<file path="src/rtl/commit_trace_capture.sv">
// Captures each retired {pc,inst} pair from the core into a FIFO.
// Each pair streams out as two 32-bit beats (pc, then inst) over valid/ready.
module commit_trace_capture #(
  parameter int DEPTH  = 16,
  parameter int ADDR_W = 4,
  parameter int DROP_W = 16
) (
  input  logic              clk,
  input  logic              reset,
  input  logic              en,
  input  logic [31:0]       pc,
  input  logic [31:0]       inst,
  output logic [31:0]       out_data,
  output logic              out_valid,
  input  logic              out_ready,
  output logic              out_last,
  output logic [ADDR_W:0]   level,
  output logic [31:0]       retired_cnt,
  output logic [DROP_W-1:0] dropped_cnt,
  output logic              overflow,
  output logic [1:0]        dbg_state
);

  // Handshake: a beat transfers on a rising edge where out_valid && out_ready;
  // once out_valid rises, out_data/out_last hold until that transfer.

  typedef enum logic [1:0] {
    IDLE      = 2'd0,
    SEND_PC   = 2'd1,
    SEND_INST = 2'd2
  } state_e;

  localparam logic [ADDR_W:0]   FULL_LEVEL = (ADDR_W+1)'(DEPTH);
  localparam logic [ADDR_W:0]   LVL_ZERO   = '0;
  localparam logic [ADDR_W:0]   LVL_ONE    = 1;
  localparam logic [ADDR_W-1:0] PTR_ONE    = 1;
  localparam logic [DROP_W-1:0] DROP_ONE   = 1;
  localparam logic [DROP_W-1:0] DROP_MAX   = '1;

  state_e              state_q, state_d;
  logic [63:0]         mem_q [DEPTH];
  logic [ADDR_W-1:0]   wr_ptr_q, rd_ptr_q, rd_next;
  logic [ADDR_W:0]     level_q, level_d;
  logic [31:0]         pc_prev_q;
  logic [31:0]         out_data_q, out_data_d;
  logic                out_valid_q, out_valid_d;
  logic                out_last_q, out_last_d;
  logic [31:0]         retired_q;
  logic [DROP_W-1:0]   dropped_q;
  logic                overflow_q;
  logic                retire, pop, push;
  logic [31:0]         head_pc, head_inst, next_pc;

  assign retire  = en && (pc != pc_prev_q);
  assign pop     = (state_q == SEND_INST) && out_ready;
  assign push    = retire && ((level_q != FULL_LEVEL) || pop);
  assign rd_next = rd_ptr_q + PTR_ONE;

  assign head_pc   = mem_q[rd_ptr_q][63:32];
  assign head_inst = mem_q[rd_ptr_q][31:0];
  // With one entry left, the only successor is the pair being pushed right now.
  assign next_pc   = (level_q != LVL_ONE) ? mem_q[rd_next][63:32] : pc;

  always_comb begin
    level_d = level_q;
    if (push && !pop)      level_d = level_q + LVL_ONE;
    else if (pop && !push) level_d = level_q - LVL_ONE;
  end

  always_comb begin
    state_d     = state_q;
    out_data_d  = out_data_q;
    out_valid_d = out_valid_q;
    out_last_d  = out_last_q;
    case (state_q)
      IDLE: begin
        if (level_q != LVL_ZERO) begin
          out_data_d  = head_pc;
          out_valid_d = 1'b1;
          out_last_d  = 1'b0;
          state_d     = SEND_PC;
        end
      end
      SEND_PC: begin
        if (out_ready) begin
          out_data_d = head_inst;
          out_last_d = 1'b1;
          state_d    = SEND_INST;
        end
      end
      SEND_INST: begin
        if (out_ready) begin
          if (level_d != LVL_ZERO) begin
            out_data_d = next_pc;
            out_last_d = 1'b0;
            state_d    = SEND_PC;
          end else begin
            out_valid_d = 1'b0;
            out_last_d  = 1'b0;
            state_d     = IDLE;
          end
        end
      end
      default: begin
        out_valid_d = 1'b0;
        out_last_d  = 1'b0;
        state_d     = IDLE;
      end
    endcase
  end

  always_ff @(posedge clk) begin
    if (push) mem_q[wr_ptr_q] <= {pc, inst};
  end

  always_ff @(posedge clk or negedge reset) begin
    if (!reset) begin
      state_q     <= IDLE;
      wr_ptr_q    <= '0;
      rd_ptr_q    <= '0;
      level_q     <= '0;
      pc_prev_q   <= '0;
      out_data_q  <= '0;
      out_valid_q <= 1'b0;
      out_last_q  <= 1'b0;
      retired_q   <= '0;
      dropped_q   <= '0;
      overflow_q  <= 1'b0;
    end else begin
      state_q     <= state_d;
      level_q     <= level_d;
      pc_prev_q   <= pc;
      out_data_q  <= out_data_d;
      out_valid_q <= out_valid_d;
      out_last_q  <= out_last_d;
      if (push) wr_ptr_q <= wr_ptr_q + PTR_ONE;
      if (pop)  rd_ptr_q <= rd_next;
      if (retire) retired_q <= retired_q + 32'd1;
      if (retire && !push) begin
        overflow_q <= 1'b1;
        if (dropped_q != DROP_MAX) dropped_q <= dropped_q + DROP_ONE;
      end
    end
  end

  assign out_data    = out_data_q;
  assign out_valid   = out_valid_q;
  assign out_last    = out_last_q;
  assign level       = level_q;
  assign retired_cnt = retired_q;
  assign dropped_cnt = dropped_q;
  assign overflow    = overflow_q;
  assign dbg_state   = state_q;

endmodule

</file>
<file path="config.mk">
export PLATFORM = sky130hd
export DESIGN_NAME = commit_trace_capture
export DESIGN_NICKNAME = d
export VERILOG_FILES = /design/src/rtl/commit_trace_capture.sv
export SDC_FILE = /design/constraint.sdc
export NUM_CORES = 1
export LEC_CHECK = 0
export CAP_MARGIN = 20
export CORE_MARGIN = 2
export CORE_UTILIZATION = 35
export CTS_CLUSTER_SIZE = 8
export DETAILED_ROUTE_END_ITERATION = 8
export MAX_ROUTING_LAYER = met4
export SKIP_CTS_REPAIR_TIMING = 1
export SLEW_MARGIN = 40
export SYNTH_ARGS = -nofsm -noshare
export SYNTH_HDL_FRONTEND = slang
export SYNTH_SLANG_ARGS = --single-unit
</file>
<file path="constraint.sdc">
create_clock -name clk -period 9.04 [get_ports clk]
set_input_delay 1.356 -clock clk [delete_from_list [all_inputs] [get_ports clk]]
set_output_delay 1.356 -clock clk [all_outputs]
set_load 0.1 [all_outputs]
</file>
==> flow_summary.yaml <==
cts:
  cts_tree: "built"
  cts.sinks: 1153
  cts.htree.levels: 4
  cts.clk_slew.worst_paths_ps: 50
  clockBufferDepth: 3
  numCtsBuffers: 163
  cts_root_buf: "clkbuf_16"
  insertion_delay_ps: 770
floorplanning:
  io_pins: 158
  num_rows: 136
  die_x_um: 377
  die_h_um: 377
  initial_core_util_pct: 35.3
  core_um2: 138000
  die_area_um2: 142000
power:
  switching_share_pct: 34.0
  leakage_uw: 0.0184
  peakVddDrop_mv: 0.360
  total_power_uw: 20100
  powerDensity_nw_per_um2: 353
  p_sw_uw: 6840
  intPower_uw: 13300
  p_seq_share_pct: 33.7
  power_frac_comb_pct: 38.6
  clkPwrFrac_pct: 27.7
synthesis:
  ys.warnings.count: 0
  synth-main-ff-cell: "edfxtp_1"
  ys_seq_elements: 1153
  netlist.top_cell.by_area: "edfxtp_1"
  synth_cells: 2220
  yosysTopAreaCellShare_pct: 63.2
  synth_cell_types: 41
  synth_edf_count: 1024
  synth_fp_nets: 2303
  syn_avg_cell_area_um2: 21.9
  synth.top_cells.by_count: "edfxtp_1 (1,024), mux4_2 (480), dfrtp_1 (129)"
  synth_area_leaders: "edfxtp_1 (63%), mux4_2 (22%), dfrtp_1 (6.6%)"
  syn-cell-area_um2: 48600
  ys_async_sr_fraction_pct: 11.2
  yosysMostFrequentCell: "edfxtp_1"
  yosysSeqAreaShare_pct: 69.9
grt:
  busiest_layer: "met2"
  globalRouteTotalUtil_pct: 18.2
  grt_pass1_vias: 26114
  grt_pass1_wl_um: 181000
  antenna_found_initial: 17
  grt_max_degree: 84
  grt_use_met2_pct: 29.3
  overflow: 0
  grt_use_met1_pct: 22.5
  grt_util_met3_pct: 4.29
sta:
  max_freq_mhz: 193
  finClkSkew_ps: 44.1
  drv_slew: 0
  tns_ps: 0
  hold_viol: 0
  post-route-period-util_pct: 57.3
  setup_viol: 0
  rsz0062_at_grt: "no"
  finalCriticalPeriod_ps: 5180
  worstMarginPinSlew_ps: 825
  holdWs_ps: 461
  relSlewSlack_pct: 45.0
final_layout:
  final_cells: 4375
  syn_to_final_growth_pct: 17.3
  regArea_um2: 34000
  finalNetCount: 2552
  layout-drive-gt1-share_pct: 35.6
  nFillCells: 11683
  multi_input_area_um2: 14200
setup_path:
  required_ps: 9480
  crit_type: "in -> reg"
  cp-end-kind: "flop"
  worstPathArrival_ps: 5620
  cp_max_fo: 24
  worstSetupStartpointType: "input pin"
placement:
  placedCellCount: 4096
  place_hpwl_um: 71000
  portBuffers: 157
  place.gp.congestion: 0.790
routing:
  drc: 0
  wl_per_cell_um: 28.3
  dr.first_iter.drc_count: 2542
  drt-pass1-iter-count: 7
  drt_wl_total_um: 124000
  route.vias.total: 24341
  postRouteAntennaNets: 0
  vias_per_cell: 5.56
status:
  outcome: "complete, no violations"
flow_run:
  max_cap_violations: 0
hold_path:
  hp-class: "reg -> reg"
-- stage by stage --
stage	cell area, um^2	utilization (%)	setup WS, ps
CTS	57000	41.4	3770
global route	57100	41.5	3610
global placement	52500	38.2	3100
floorplan	48600	-	1490
detailed placement	52300	38.0	2960
finish	57100	41.5	3860
-- cell families (layout without fill, tap and decap cells) --
family / count (synthesis) / count (layout) / synth area share [%]
adders and majority gates: 15 / 15 / 0.386
other: 0 / 11 / 0
xor gates and xnor gates: 88 / 88 / 1.58
DFF: 1153 / 1153 / 69.9
AOI/OAI and AO/OA: 78 / 78 / 1.04
muxes: 551 / 551 / 24.0
buffers and inverters: 148 / 498 / 1.29
and+or+nand+nor: 187 / 187 / 1.83
-- path summary, 6_finish.rpt --
kind,start,end,slack (ps),cells past startpoint
worst max-delay path,pc[13],mem_q[11][41]$_DFFE_PP_,3860,11
worst min-delay path,overflow$_DFFE_PN0P_,overflow$_DFFE_PN0P_,460,1
worst max register to register,dbg_state[0]$_DFFE_PN0P_,mem_q[11][41]$_DFFE_PP_,4370,10
worst min register to register,overflow$_DFFE_PN0P_,overflow$_DFFE_PN0P_,460,1
max in group asynchronous,reset,rd_ptr_q[0]$_DFFE_PN0P_,7270,2
min in group asynchronous,reset,rd_ptr_q[3]$_DFFE_PN0P_,630,1
-- power groups by stage --
stage / logic, uW / registers (uW) / clock network [uW]
after floorplan: 4960 / 7570 / 0
after global placement: 7770 / 6880 / 0
after detailed placement: 7840 / 6880 / 0
after CTS: 7870 / 6780 / 5700
after global routing: 8250 / 6840 / 5920
final: 7770 / 6780 / 5580
-- area by class of cell --
type / instances / area share [%]
diodes: 11 / 0.0482
flip-flops and latches: 1153 / 59.6
inverters: 11 / 0.0723
multi-input cells: 919 / 24.9
clock buffers: 251 / 7.78
well taps: 1794 / 3.93
clock inverters: 15 / 0.434
repair buffers: 221 / 3.28
-- cell usage in the layout, fill, tap and decap left out, types with 12 or more instances in the layout --
master           Yosys  routed
a21oi_1             36      36
a22oi_1             32      32
buf_2               29      90
buf_4                1      34
buf_6                4      17
clkbuf_1            79      86
clkbuf_16            0     164
clkdlybuf4s50_1      0      66
dfrtp_1            129     125
edfxtp_1          1024    1024
mux2_2              48      48
mux2_4              20      20
mux4_2             480     480
nand2_1             40      40
nand3_1             21      21
nand4_1             22      22
nor2_1              62      50
nor2_4               0      12
xnor2_1             67      67
xor2_1              21      19
-- worst max-delay path, cell delays in order --
cell             delay, ps
clkdlybuf4s50_1        860
xnor2_1                240
nand4_1                310
nor4_1                 120
a21boi_2               240
buf_4                  310
and2_1                 340
nand2_1                310
nor2_4                 660
buf_4                  520
buf_12                 280
-- layer usage --
layer | wire, um | share of wire [%]
met2 | 62100 | 50
met1 | 49000 | 40
met5 | 0 | 0
met3 | 9000 | 7.3
met4 | 3560 | 2.9
-- flip-flops by register name, indices dropped and copies added, names as in the netlist --
| register | count |
|---|---|
| overflow | 1 |
| level | 5 |
| out_valid | 1 |
| rd_ptr_q | 4 |
| retired_cnt | 32 |
| dbg_state | 2 |
| out_data | 32 |
| pc_prev_q | 32 |
| wr_ptr_q | 4 |
| dropped_cnt | 16 |
| mem_q | 1024 |
Note: power is estimated with default switching activity, not from simulation.
